[config.mk]
export PLATFORM = sky130hd
export DESIGN_NAME = serializador_diagonais
export DESIGN_NICKNAME = d
export VERILOG_FILES = /design/src/rtl/serializador_diagonais.sv
export SDC_FILE = /design/constraint.sdc
export NUM_CORES = 1
export LEC_CHECK = 0
export BUFFER_PORTS_ARGS = -buffer_cell sky130_fd_sc_hd__buf_4
export CAP_MARGIN = 40
export CORE_MARGIN = 8
export CORE_UTILIZATION = 54
export CTS_CLUSTER_DIAMETER = 50
export CTS_CLUSTER_SIZE = 8
export DETAILED_ROUTE_END_ITERATION = 8
export GPL_TIMING_DRIVEN = 0
export PLACE_DENSITY = 0.78
export SETUP_SLACK_MARGIN = 0.02
export SYNTH_ARGS = -nofsm -noshare
export SYNTH_HDL_FRONTEND = slang
export SYNTH_SLANG_ARGS = --single-unit
[constraint.sdc]
create_clock -name clock -period 3.3 [get_ports clock]
set_input_delay 0.66 -clock clock [delete_from_list [all_inputs] [get_ports clock]]
set_output_delay 0.66 -clock clock [all_outputs]
set_load 0.01 [all_outputs]
[src/rtl/serializador_diagonais.sv]
`default_nettype none
// ============================================================================
//  Module   : serializador_diagonais
//  Purpose  : Captures a 27-pixel word and presents it one pixel per transfer
//             on a valid/ready stream, pixel 0 first. A new word may be
//             captured on the final transfer of the current one, so
//             back-to-back words stream without a bubble.
//  Ports    : clock       - rising-edge clock
//             reset       - synchronous, active-high
//             enable      - global stall (0 freezes all state, drops valid)
//             load        - request to capture in_bus
//             in_bus      - 27 pixels, pixel k at [k*DATA_WIDTH +: DATA_WIDTH]
//             busy        - a captured word is still being sent
//             out_data    - current pixel (holds last value while idle)
//             out_valid   - qualifies out_data
//             out_ready   - downstream accepts out_data
//             out_index   - index 0..26 of out_data (0 while idle)
//             out_last    - high with the pixel at index 26
//             drop_count  - (optional) saturating count of ignored loads
//  Options  : define SERIALIZADOR_DIAGONAIS_DROP_CNT_EN to add drop_count.
//  Revision : 1.0 - initial release
// ============================================================================
module serializador_diagonais #(
    parameter int DATA_WIDTH = 8
) (
    input  logic                    clock,
    input  logic                    reset,
    input  logic                    enable,
    input  logic                    load,
    input  logic [27*DATA_WIDTH-1:0] in_bus,
    output logic                    busy,
    output logic [DATA_WIDTH-1:0]   out_data,
    output logic                    out_valid,
    input  logic                    out_ready,
    output logic [4:0]              out_index,
    output logic                    out_last
`ifdef SERIALIZADOR_DIAGONAIS_DROP_CNT_EN
    ,
    output logic [7:0]              drop_count
`endif
);

    localparam logic [4:0] c_LAST_INDEX = 5'd26;

    typedef enum logic [0:0] {
        IDLE = 1'b0,
        SEND = 1'b1
    } state_t;

    state_t                    state_q, state_d;
    logic [4:0]                index_q, index_d;
    logic [27*DATA_WIDTH-1:0]  word_q, word_d;
    logic [DATA_WIDTH-1:0]     out_data_q, out_data_d;
    logic                      xfer;
    logic                      last_xfer;

    // ------------------------------------------------------------------
    // Outputs
    // ------------------------------------------------------------------
    assign busy      = (state_q == SEND);
    assign out_valid = busy && enable;
    assign out_index = busy ? index_q : 5'd0;
    assign out_last  = out_valid && (index_q == c_LAST_INDEX);
    assign out_data  = out_data_q;

    // out_valid already folds in enable, so a transfer needs nothing more.
    assign xfer      = out_valid && out_ready;
    assign last_xfer = xfer && (index_q == c_LAST_INDEX);

    // ------------------------------------------------------------------
    // Next-state logic
    // ------------------------------------------------------------------
    always_comb begin
        state_d    = state_q;
        index_d    = index_q;
        word_d     = word_q;
        out_data_d = out_data_q;

        if (enable) begin
            case (state_q)
                IDLE: begin
                    if (load) begin
                        word_d  = in_bus;
                        index_d = 5'd0;
                        state_d = SEND;
                    end
                end
                SEND: begin
                    if (last_xfer) begin
                        index_d = 5'd0;
                        if (load) begin
                            // Chain the next word straight in: no idle cycle.
                            word_d = in_bus;
                        end else begin
                            state_d = IDLE;
                        end
                    end else if (xfer) begin
                        index_d = index_q + 5'd1;
                    end
                end
                default: begin
                    state_d = IDLE;
                    index_d = 5'd0;
                end
            endcase
        end

        // The pixel register is preloaded with the pixel that will be shown
        // after the edge; while idle it keeps the last pixel presented.
        if (state_d == SEND) begin
            out_data_d = word_d[int'(index_d)*DATA_WIDTH +: DATA_WIDTH];
        end
    end

    // ------------------------------------------------------------------
    // State registers
    // ------------------------------------------------------------------
    always_ff @(posedge clock) begin
        if (reset) begin
            state_q    <= IDLE;
            index_q    <= 5'd0;
            word_q     <= '0;
            out_data_q <= '0;
        end else begin
            state_q    <= state_d;
            index_q    <= index_d;
            word_q     <= word_d;
            out_data_q <= out_data_d;
        end
    end

`ifdef SERIALIZADOR_DIAGONAIS_DROP_CNT_EN
    // ------------------------------------------------------------------
    // Ignored-load counter: a load seen while sending that is not on the
    // final transfer of the word. Stalled cycles never count.
    // ------------------------------------------------------------------
    logic [7:0] drop_count_q, drop_count_d;
    logic       drop;

    always_comb begin
        drop         = enable && (state_q == SEND) && load && !last_xfer;
        drop_count_d = drop_count_q;
        if (drop && (drop_count_q != 8'hFF)) begin
            drop_count_d = drop_count_q + 8'd1;
        end
    end

    always_ff @(posedge clock) begin
        if (reset) begin
            drop_count_q <= 8'd0;
        end else begin
            drop_count_q <= drop_count_d;
        end
    end

    assign drop_count = drop_count_q;
`endif

endmodule
`default_nettype wire

* Word-level counts from Yosys, hierarchy flattened
Cells that the tools add are included.
** Storage, ports and cells
- Flip-flop bits (word level) :: 230
- Bits of input ports :: 221
- Word-level logic and storage cells :: 26
- Output and inout port bits :: 16
** Cells by class
- Muxes and demuxes :: 14
- Bitwise gates (word level) :: 1
- $add $sub $neg :: 1
- Equality and inequality tests :: 1
- Shift-type cells :: 1
- Reductions and logical operators :: 4
** Operators with widths (count)
- 216-bit 2-to-1 mux :: 3
- 216-bit one-hot mux with 2 select lines :: 1
- 216-bit by 9-bit indexed part select with 8-bit output :: 1
- 5-bit 2-to-1 mux :: 5
- 5-bit one-hot mux with 2 select lines :: 1
- 5-bit by 1-bit adder with 5-bit output (second input constant) :: 1
- 5-bit == test (second input constant) :: 1
- 1-bit logical AND :: 4
- 1-bit 2-to-1 mux :: 3
- 1-bit one-hot mux with 2 select lines :: 1
- 1-bit inverter :: 1

* Longest topological paths before layout
- Depth after elaboration :: 7
- Mapped depth :: 13
- Depth with buffers taken out :: 12

* Least setup slack after synthesis
OpenSTA, ideal clock, no wires.
- Path kind :: input-to-reg
- Start :: input port enable
- End :: register out_data_q[6], in the netlist out_data[6]
- Setup time :: 120 ps
- Cell stages on the path :: 10
- Required time :: 3180 ps
- Setup slack :: 890 ps
- Arrival time :: 2290 ps
- Buffers on the path :: 2
- Cells stage by stage :: buf_2 > nand4_1 > o21a_1 > a221o_1 > buf_6 > nand4_2 > a211oi_1 > a2111oi_2 > nand3_1 > o31a_1
** On the way
- Cells in the longest elaborated chain, start to end :: 7
- Elaborated cells on any way between the ends :: 14
- Those cells by class :: shift (1); mux (10); reduce/logical (3)
** RTL lines
- start, declared :: RTL line 28 : input logic enable,
- 1-bit logical AND :: RTL line 61 : assign out_valid = busy && enable;
- 1-bit logical AND :: RTL line 67 : assign xfer = out_valid && out_ready;
- 5-bit 2-to-1 mux / 1-bit logical AND (equally long branches) :: RTL line 97, 68
- 5-bit 2-to-1 mux / 216-bit 2-to-1 mux (equally long branches) :: RTL line 89 : if (last_xfer) begin
- 5-bit one-hot mux with 2 select lines / 216-bit one-hot mux with 2 select lines (equally long branches) :: RTL line 80 : case (state_q)
- 5-bit 2-to-1 mux / 216-bit 2-to-1 mux (equally long branches) :: RTL line 79 : if (enable) begin
- 216-bit by 9-bit indexed part select with 8-bit output :: RTL line 111 : out_data_d = word_d[int'(index_d)*DATA_WIDTH +: DATA_WIDTH];
- end signal, assigned :: RTL line 128 : out_data_q <= out_data_d;
- end, declared :: RTL line 53 : logic [DATA_WIDTH-1:0] out_data_q, out_data_d;
Parallel ways exist; a longest one is shown, timed or not.
A chain may end at the register's enable or synchronous reset.

* Worst setup path in the final report
- Start :: register index_q[0]
- End :: register out_data_q[7], in the netlist out_data[7]
** On the way
- Cells in the longest elaborated chain, start to end :: 6
- Elaborated cells on any way between the ends :: 15
- Those cells by class :: add/sub (1); eq/ne (1); shift (1); mux (11); reduce/logical (1)
** RTL lines
- start, declared :: RTL line 51 : logic [4:0] index_q, index_d;
- start signal, assigned :: RTL line 126 : index_q <= index_d;
- 5-bit by 1-bit adder with 5-bit output / 5-bit == test (equally long branches) :: RTL line 98, 68
- 5-bit 2-to-1 mux / 1-bit logical AND (equally long branches) :: RTL line 97, 68
- 5-bit 2-to-1 mux / 216-bit 2-to-1 mux (equally long branches) :: RTL line 89
- 5-bit one-hot mux with 2 select lines / 216-bit one-hot mux with 2 select lines (equally long branches) :: RTL line 80
- 5-bit 2-to-1 mux / 216-bit 2-to-1 mux (equally long branches) :: RTL line 79
- 216-bit by 9-bit indexed part select with 8-bit output :: RTL line 111
Parallel ways exist; a longest one is shown, timed or not.

==> results.py <==
metrics = {
    "grt": {
        "grt_max_degree": 11,
        "first_global_vias": 11490,
        "antenna_found_initial": 0,
        "grt_pass1_wl_mm": 64.94,
        "overflow": 0,
        "grtUsageTotal": 0.3469,
    },
    "clock_tree": {
        "cts_num_sinks": 230,
        "htreeDepth": 2,
        "clk-insertion-delay-late_ns": 0.51,
        "root_buffer": "clkbuf_16",
        "cts_tree": "yes",
        "cts_buffers": 35,
        "clk_pin_slew_worst_paths_ns": 0.05,
        "cts.hold.buffers_added": 0,
        "clk_path_buf_depth": 3,
    },
    "worst_setup_path": {
        "arrival_ns": 3.64,
        "crit_slowest_cell": "dfxtp_1",
        "crit_buf_inv": 4,
        "max_stage_delay_ns": 0.43,
        "required_ns": 3.70,
        "end_kind": "register",
        "path_cells": "inv_1 -> ha_1 -> and4b_1 -> nor3_4 -> or2_1 -> buf_2 -> buf_4 -> buf_2 -> o211ai_1 -> a22oi_1 -> nand4_1 -> a22o_1",
        "ff2ff_setup_slack_ns": 0.06,
        "path_max_fanout": 10,
        "crit_family": "buffers and inverters",
        "critPathKind": "register to register",
        "start_kind": "register",
        "crit_top_cell": "buf_2",
    },
    "synth": {
        "ys_warn_count": 0,
        "async_flop_share": 0,
        "synth.top_cell.area_share": 0.4381,
        "synth_edf_count": 0,
        "ys_seq_elements": 230,
        "synth_ff_type": "dfxtp_1",
        "synthCells": 1435,
        "yosysSeqAreaShare": 0.4381,
        "synth.avg_cell_area_um2": 7.323,
        "syn_area_um2": 10510,
        "synth_cell_types": 63,
        "synth_area_leaders": "dfxtp_1 (44%), nand2_1 (20%), a21oi_1 (10%), o211ai_1 (2.6%), nand3_1 (2.5%)",
        "synth_fp_nets": 1658,
        "yosysTopAreaCell": "dfxtp_1",
    },
    "detailed_routing": {
        "vias_per_cell": 5.936,
        "route.detailed.drc": 0,
        "vias": 11740,
        "first_pass_iters": 6,
        "avgRoutedWirePerCell_um": 21.98,
        "first_iter_violations": 1303,
        "wl_mm": 43.48,
        "ant_nets": 0,
    },
    "place": {
        "io_buffer_count": 234,
        "post_dp_cell_area_um2": 12600,
        "dp_hpwl_mm": 31.88,
        "place_congestion": 1.017,
        "dp.cells": 1934,
    },
    "layout": {
        "final_util": 0.7032,
        "area_delta_synth_final_pct": 28.96,
        "final_cell_count_no_fill": 1978,
        "nets": 1929,
        "diodes": 0,
        "drive_above_1_share": 0.2072,
        "final_area_um2": 13550,
    },
    "die": {
        "die_h_um": 155.5,
        "io_pins": 237,
        "rows": 51,
        "dieWidth_um": 155.5,
        "die_area_um2": 24180,
        "coreArea_um2": 19270,
        "start_util": 0.5453,
    },
    "sta": {
        "fin_crit_sh": 0.9815,
        "worst_slew_pin_slew_ns": 0.8800,
        "setup_violations": 0,
        "timing.fmax_mhz": 308.7,
        "fin_crit_ns": 3.239,
        "worst_slew_margin_rel": 0.4134,
        "skew_ns": 0.02153,
        "grt_setup_unrepaired": "no",
        "maxSlewViolCount": 0,
        "totalNegativeSetupSlack_ns": 0,
        "hold_violations": 0,
    },
    "worst_hold_path": {
        "hp-class": "primary input to register",
    },
    "run": {
        "max-cap-violations": 0,
    },
    "power_and_ir_drop": {
        "p_leak_nw": 5.338,
        "peakVddDrop_v": 0.0003387,
        "power_density_nw_per_um2": 521.9,
        "report.power.total_mw": 7.072,
    },
    "status": {
        "status": "complete, no violations",
    },
}
==> stage by stage <==
stage                     hold slack, ns  worst slack [ns]
final                             0.4115           0.06110
after global routing              0.4159           0.04617
after global placement            0.4369          -0.08865
after floorplan                   0.4275            0.8904
after CTS                         0.4009           0.05243
after detailed placement          0.4434          -0.09086
==> routing by layer <==
| layer | global-route usage | wire length, um |
|---|---|---|
| met1 | 0.4116 | 16480 |
| met2 | 0.5570 | 19720 |
| met3 | 0.1057 | 5080 |
| met4 | 0.1821 | 2196 |
| met5 | 0 | 0 |
==> where the power goes <==
group          internal (mW)  switching [mW]  leakage, nW
registers               2.91          0.0710         1.88
clock network           1.94            1.26        0.467
logic                  0.362           0.523         3.00
total                   5.21            1.86         5.34
==> cell families (layout without fill, tap and decap cells) <==
| kind of cell | after synthesis | in the layout | share of synthesized area |
|---|---|---|---|
| AOI/OAI and AO/OA | 359 | 359 | 0.2104 |
| adders and majority gates | 2 | 2 | 0.002381 |
| buffers and inverters | 119 | 397 | 0.05322 |
| DFF | 230 | 230 | 0.4381 |
| muxes | 25 | 25 | 0.02393 |
| and+or+nand+nor | 700 | 700 | 0.2719 |
==> sequential cells by signal, summed over array words and instances, names as in the netlist <==
register	count
index_q	5
busy	1
out_data	8
word_q	216
==> placed cells by master, fill, tap and decap left out, types with 13 or more instances in the layout <==
cell and n:
dfxtp_1 230, mux2i_1 24, nor2_1 43, a31oi_1 13, buf_2 44, buf_4 237, a21oi_1 217, clkbuf_1 54
nand3_1 52, clkbuf_16 35, o211ai_1 36, nand2_1 556
==> worst min-delay path: cells and delay by family <==
family / cells / cell delay, ns
compound gates: 1 / 0.05
simple gates: 1 / 0.05
buf+inv: 1 / 0.11
==> worst paths after layout <==
check / startpoint / end / depth (start not counted)
setup / recovery: index_q[0] / out_data[7] / 12
hold / removal: in_bus[189] / word_q[189] / 3
setup reg to reg: index_q[0] / out_data[7] / 12
hold reg to reg: word_q[38] / word_q[38] / 2
==> synth_stat cells (2+ instances only) <==
cell and number:
a211oi_1 12, a21o_1 2, a21oi_1 217, a221o_1 3
a221oi_2 2, a22o_1 5, a22oi_1 10, a311oi_1 8
a31oi_1 13, a32oi_1 4, and2_1 6, and3_1 6
buf_1 5, buf_2 45, buf_4 3, buf_6 6
clkbuf_1 55, dfxtp_1 230, ha_1 2, inv_1 5
mux2i_1 24, nand2_1 556, nand3_1 52, nand4_1 10
nor2_1 43, nor2_2 4, nor3_1 6, nor3_2 2
o2111ai_1 11, o211ai_1 36, o21ai_0 11, o21ai_1 4
o21bai_1 2, o22ai_1 2, o31a_1 2, or2_1 2
or3_1 3
==> repair_timing <==
item,CTS,global route
gates resized for setup,1,9
pin swaps,0,0
gates cloned,0,0
buffers inserted,0,0
endpoints found under the setup margin,1,112
==> cell type report <==
class                           count  area [um^2]
Clock inverter                      4        31.28
Sequential cell                   230         4604
Timing Repair Buffer              234         1757
Buffer                            114        549.3
Clock buffer                       40        914.6
Multi-Input combinational cell   1086         5345
Inverter                            5        18.77
Fill cell                        1710         5719
Tap cell                          265        331.6
(Power assumes the default switching activity.)
